--- src/rtl/rotate_pkg.sv ---
// Shared types and defaults for the sequential rotate engine.
package rotate_pkg;

   typedef enum logic [1:0] {
      IDLE = 2'd0,
      ROT  = 2'd1,
      DONE = 2'd2
   } rot_state_t;

   localparam int ROT_WIDTH = 4;

endpackage

--- src/rtl/rotate_step.sv ---
// Single-position rotate stage; en=0 passes the word through unchanged.
// With ROTATE_SEQUENCER_LEFT_EN defined a left input selects the direction.
module rotate_step #(
   parameter int WIDTH = 4
) (
   input  logic [WIDTH-1:0] d_in,
   input  logic             en,
`ifdef ROTATE_SEQUENCER_LEFT_EN
   input  logic             left,
`endif
   output logic [WIDTH-1:0] d_out
);

   logic [WIDTH-1:0] rot_r;
   logic [WIDTH-1:0] rot_l;

   assign rot_r = {d_in[0], d_in[WIDTH-1:1]};
   assign rot_l = {d_in[WIDTH-2:0], d_in[WIDTH-1]};

`ifdef ROTATE_SEQUENCER_LEFT_EN
   assign d_out = !en ? d_in : (left ? rot_l : rot_r);
`else
   assign d_out = en ? rot_r : d_in;
`endif

endmodule

--- src/rtl/rotate_sequencer.sv ---
// Rotates a word one position per clock for 'amount' steps, then holds the result.
// Macro ROTATE_SEQUENCER_LEFT_EN adds a dir port (1 = left rotate).
module rotate_sequencer
   import rotate_pkg::*;
#(
   parameter int WIDTH = ROT_WIDTH,
   parameter int AMT_W = $clog2(WIDTH)
) (
   input  logic             clk,
   input  logic             rst_n,
   input  logic             in_valid,
   output logic             in_ready,
   input  logic [WIDTH-1:0] data_in,
   input  logic [AMT_W-1:0] amount,
`ifdef ROTATE_SEQUENCER_LEFT_EN
   input  logic             dir,
`endif
   output logic             out_valid,
   input  logic             out_ready,
   output logic [WIDTH-1:0] data_out,
   output logic             busy
);

   localparam logic [1:0] S_IDLE = IDLE;
   localparam logic [1:0] S_ROT  = ROT;
   localparam logic [1:0] S_DONE = DONE;

   logic [1:0]       state;
   logic [AMT_W-1:0] cnt;
   logic [WIDTH-1:0] data_q;
   logic [WIDTH-1:0] step_out;

`ifdef ROTATE_SEQUENCER_LEFT_EN
   logic dir_q;
`endif

   assign in_ready  = (state == S_IDLE);
   assign busy      = (state == S_ROT);
   assign out_valid = (state == S_DONE);
   assign data_out  = data_q;

   rotate_step #(.WIDTH(WIDTH)) u_step (
      .d_in  (data_q),
      .en    (busy),
`ifdef ROTATE_SEQUENCER_LEFT_EN
      .left  (dir_q),
`endif
      .d_out (step_out)
   );

`ifdef ROTATE_SEQUENCER_LEFT_EN
   always_ff @(posedge clk or negedge rst_n) begin
      if (!rst_n)
         dir_q <= 1'b0;
      else if (state == S_IDLE && in_valid)
         dir_q <= dir;
   end
`endif

   // ROT is only entered with a nonzero count, so cnt never wraps.
   always_ff @(posedge clk or negedge rst_n) begin
      if (!rst_n) begin
         state  <= S_IDLE;
         cnt    <= '0;
         data_q <= '0;
      end else begin
         case (state)
            S_IDLE: begin
               if (in_valid) begin
                  data_q <= data_in;
                  cnt    <= amount;
                  state  <= (amount != '0) ? S_ROT : S_DONE;
               end
            end
            S_ROT: begin
               data_q <= step_out;
               cnt    <= cnt - AMT_W'(1);
               if (cnt == AMT_W'(1))
                  state <= S_DONE;
            end
            S_DONE: begin
               if (out_ready)
                  state <= S_IDLE;
            end
            default: state <= S_IDLE;
         endcase
      end
   end

endmodule
--- config.mk ---
export PLATFORM = sky130hd
export DESIGN_NAME = rotate_sequencer
export DESIGN_NICKNAME = d
export VERILOG_FILES = /design/src/rtl/rotate_pkg.sv /design/src/rtl/rotate_step.sv /design/src/rtl/rotate_sequencer.sv
export SDC_FILE = /design/constraint.sdc
export NUM_CORES = 1
export LEC_CHECK = 0
export CAP_MARGIN = 30
export CORE_AREA = 5 5 42 44
export DETAILED_ROUTE_END_ITERATION = 8
export DIE_AREA = 0 0 47 49
export PLACE_DENSITY = 0.59
export SYNTH_ARGS = -nofsm -noshare
export SYNTH_HDL_FRONTEND = slang
export SYNTH_SLANG_ARGS = --single-unit
--- constraint.sdc ---
create_clock -name clk -period 1.4 [get_ports clk]
set_input_delay 0.28 -clock clk [delete_from_list [all_inputs] [get_ports clk]]
set_output_delay 0.28 -clock clk [all_outputs]
set_load 0.03 [all_outputs]
# After elaboration in Yosys (flattened, before gate mapping)
# Cells that the tools add are included.
# totals
input_bits	10
wordCells	24
output_inout_bits	7
ff_bits	8
# op_classes
add_sub_neg	1
n_reduce_logical	5
n_eq_ne	6
n_mux	9
# op_table
op	count
2-bit two-way mux	5
4-bit one-hot mux with 2 select lines	1
2-bit one-hot mux with 3 select lines	1
2-bit by 1-bit equality test with 1-bit output (second input constant)	2
4-bit two-way mux	1
2-bit by 1-bit inequality test with 1-bit output (second input constant)	2
2-bit one-hot mux with 2 select lines	1
2-bit nonzero test	2
3-bit AND reduction	1
2-bit equality test (second input constant)	1
2-bit zero test	1
2-bit inequality test (second input constant)	1
2-bit AND reduction	1
2-bit by 1-bit subtractor with 2-bit output (second input constant)	1

# Logic depth before layout (Yosys ltp)
# logic_depth
ltp_word	4
ltp_mapped	4
depth_no_buf	4

# Cells and area by module
# From an unflattened synthesis, not the netlist that was laid out.
# hier_totals
hier_cells	51
area_unflattened_um2	483.0
# modules_own_cells
module	n_inst	area_each_um2	seq_area_each_um2	cells_per_inst
rotate_sequencer	1	437.9	200.2	47
rotate_step	1	45.0	0.0	4

# Least setup slack after synthesis
# OpenSTA, ideal clock, no wires.
# synth_path
path_type	register to output
start	reg state[1]
end	out out_valid
n_path_buf	0
stages_incl_launch_ff	3
setup_slack_ns	0.121
required_ns	1.120
arrival_time_ns	0.999
path_cell_list	dfrtp_1 > clkinv_1 > nor2_1
# synth_between
elab_chain_cells	1
# synth_lines
item	line_no	rtl
start, declared	rotate_sequencer.sv:28	logic [1:0] state;
start signal, assigned	rotate_sequencer.sv:72	state <= (amount != '0) ? S_ROT : S_DONE;
2-bit equality test	rotate_sequencer.sv:39	assign out_valid = (state == S_DONE);
end, declared	rotate_sequencer.sv:18	output logic out_valid,
# No other way between the ends.

# Final worst setup path
# layout_path
start	reg state[1]
end	out busy
# layout_between
elab_chain_cells	1
# layout_lines
item	line_no	rtl
2-bit by 1-bit equality test with 1-bit output	rotate_sequencer.sv:38	assign busy = (state == S_ROT);
end, declared	rotate_sequencer.sv:21	output logic busy
# No other way between the ends.

==> impl_metrics.yaml <==
routing:
  firstDrtPassIters: 4
  wl_um: 1200
  post_drt_wl_per_cell_um: 14.0
  ant_nets: 0
  vias: 440
  via_per_inst: 5.12
  drc: 0
  drt_iter0_markers: 16
synth:
  yosysWarnings: 0
  synth_nets: 52
  synth_top_family_by_area: "compound AO/OA/AOI/OAI gates"
  synth_cell_types: 15
  synth-simple-area-share: 0.0890
  synthXorXnorAreaFrac: 0
  synth_compound_area_frac: 0.301
  synth_cells: 41
  synthAdderAreaFrac: 0.0307
  ys_ff_latch: 8
  syn_avg_cell_area_um2: 9.95
  syn_area_um2: 408
  yosysSeqAreaShare: 0.491
  synthMuxAreaShare: 0.0521
floorplan:
  rows: 14
  fp.dieW_um: 47
  ios: 17
  die_area_um2: 2300
  start_util: 0.291
  dieHeight_um: 49
  coreArea_um2: 1400
finish:
  synthToLayoutAreaGrowth_pct: 69.9
  nets: 83
  final_core_util: 0.495
  drive_gt1_frac: 0.286
  diodes: 0
  design_area_um2: 693
critical_path:
  regToRegSetupSlack_ns: 0.19
  r2r-start: "state[1]"
  critical-path-top-delay-family: "flip-flops"
  path_cells: "nand2b_4 -> inv_1 -> buf_4"
  cp_slowest_cell: "dfrtp_1"
  crit_type: "flop to primary output"
  worst_setup_path_start_kind: "flop"
  path_buf_inv: 2
  slowest_delay_ns: 0.43
  cp.arrival_ns: 1.04
  crit_fanout: 5
  r2r_end: "data_out[0]"
  worstPathRequired_ns: 1.12
  crit_path_end_kind: "primary output"
  reg2reg_depth: 5
clock_network:
  clkTransAtPathRegs_ns: 0.05
  cts_made_buffers: 3
  clock_path_buffers: 2
  cts-root-buf: "clkbuf_4"
  cts_sinks: 8
  clock_latency_ns: 0.25
  htreeDepth: 1
  ctsHoldBuffers: 0
  tritoncts: "yes"
global_route:
  grt_pass1_wl_um: 1980
  grt_max_degree: 9
  grt_pass1_vias: 444
  grt_overflow: 0
  antenna_found_initial: 0
  grt_util_all_layers: 0.120
timing:
  rsz0062_at_grt: "false"
  layout_min_cycle_time_ns: 1.32
  setup_viol: 0
  finalCritPeriodShare: 0.944
  fin_setup_tns_ns: 0
  tightest_slew_ns: 0.399
  skew_ns: 0.00618
  finalHoldViolCount: 0
  slew_violations: 0
  maxClockFrequency_ghz: 0.757
  slew_headroom: 0.733
placement:
  placed_area_um2: 661
  place_congestion: 0.858
  hpwl_um: 944
  io_buffers: 16
power:
  irDropWorstVdd_uv: 1070
  powerDensity_nw_per_um2: 2270
  leakage_nw: 0.306
  power_w: 0.00157
worst_hold_path:
  hp-class: "primary input to async pin"
status:
  status: "finished, final reports clean"
flow_run:
  drv_cap: 0
-- worst reg2reg max path: cells and delay by family, from the launching register on --
kind	cells	cell delay, ns
flops	1	0.43
buf+inv	2	0.29
simple gates	1	0.15
compound gates	2	0.23
-- per-layer routing --
layer / part of all wire / GRT usage / vias to the layer above
met3: 0.072 / 0.0480 / 0
li1: - / - / 217
met5: 0 / 0 / -
met1: 0.39 / 0.157 / 205
met4: 0 / 0.0461 / 0
met2: 0.54 / 0.172 / 18
-- cells in the final DEF (no fill, tap or decap) --
cell / synthesis / layout
a21oi_1: 6 / 6
buf_12: 0 / 1
buf_4: 0 / 12
clkbuf_4: 0 / 3
clkdlybuf4s50_1: 0 / 9
clkinv_1: 1 / 1
dfrtp_1: 8 / 8
dlygate4sd2_1: 0 / 4
ha_1: 1 / 1
inv_1: 3 / 3
mux2_2: 1 / 1
mux2i_1: 1 / 1
nand2b_4: 1 / 2
nand3_1: 1 / 1
nor2_1: 3 / 3
o21ai_0: 1 / 1
o21ai_2: 1 / 1
o22ai_1: 11 / 11
o32a_1: 1 / 1
-- worst max-delay path by stage --
stage	startpoint	to	cells past startpoint	slack (ns)
final	state[1]	busy	3	0.08
after global routing	state[1]	busy	3	0.02
after CTS	state[1]	busy	3	0.02
after detailed placement	in_valid	state[1]	4	-0.005
after global placement	in_valid	state[1]	4	0.02
after floorplan	state[1]	out_valid	2	0.12
-- cell type report --
cell class                      count  area, um2
Clock buffer                        3       22.5
Fill cell                         143        708
Inverter                            4       15.0
Multi-Input combinational cell     29        200
Sequential cell                     8        200
Tap cell                           16       20.0
Timing Repair Buffer               26        235
-- sequential cells by signal, summed over array words and instances (netlist names) --
signal    count
state         2
cnt           2
data_out      4
-- cells by family (layout without fill, tap and decap cells) --
kind of cell / after synthesis / after routing
and+or+nand+nor: 6 / 6
DFF: 8 / 8
AOI/OAI and AO/OA: 20 / 20
buffers and inverters: 4 / 33
adders and majority gates: 1 / 1
muxes: 2 / 2
-- Yosys cell counts, drive strengths merged --
| cell type | instances | share of area |
|---|---|---|
| a21oi | 6 | 0.074 |
| clkinv | 1 | 0.0092 |
| dfrtp | 8 | 0.49 |
| ha | 1 | 0.031 |
| inv | 3 | 0.028 |
| mux2 | 1 | 0.028 |
| mux2i | 1 | 0.025 |
| nand2b | 2 | 0.049 |
| nand3 | 1 | 0.012 |
| nor2 | 3 | 0.028 |
| o21ai | 2 | 0.034 |
| o22ai | 11 | 0.17 |
| o32a | 1 | 0.025 |
-- power breakdown --
group	leakage, nW	internal [W]	total (W)	switching, W
registers	0.0900	0.000341	0.000440	0.0000991
clock network	0.0138	0.0000977	0.000171	0.0000731
logic	0.202	0.000454	0.000960	0.000507
-- metrics by stage --
step	worst slack (ns)	hold WS [ns]	cells
after floorplan	0.121	-0.0156	41
after global placement	0.0155	0.510	82
after detailed placement	-0.00507	0.519	82
after CTS	0.0247	0.332	85
after global routing	0.0230	0.330	86
final	0.0791	0.322	86
-- timing repair --
item,in CTS,in global routing
buffers inserted,0,1
resized for setup,4,1
endpoints found under the setup margin,4,1
Note: power is estimated with default switching activity, not from simulation.
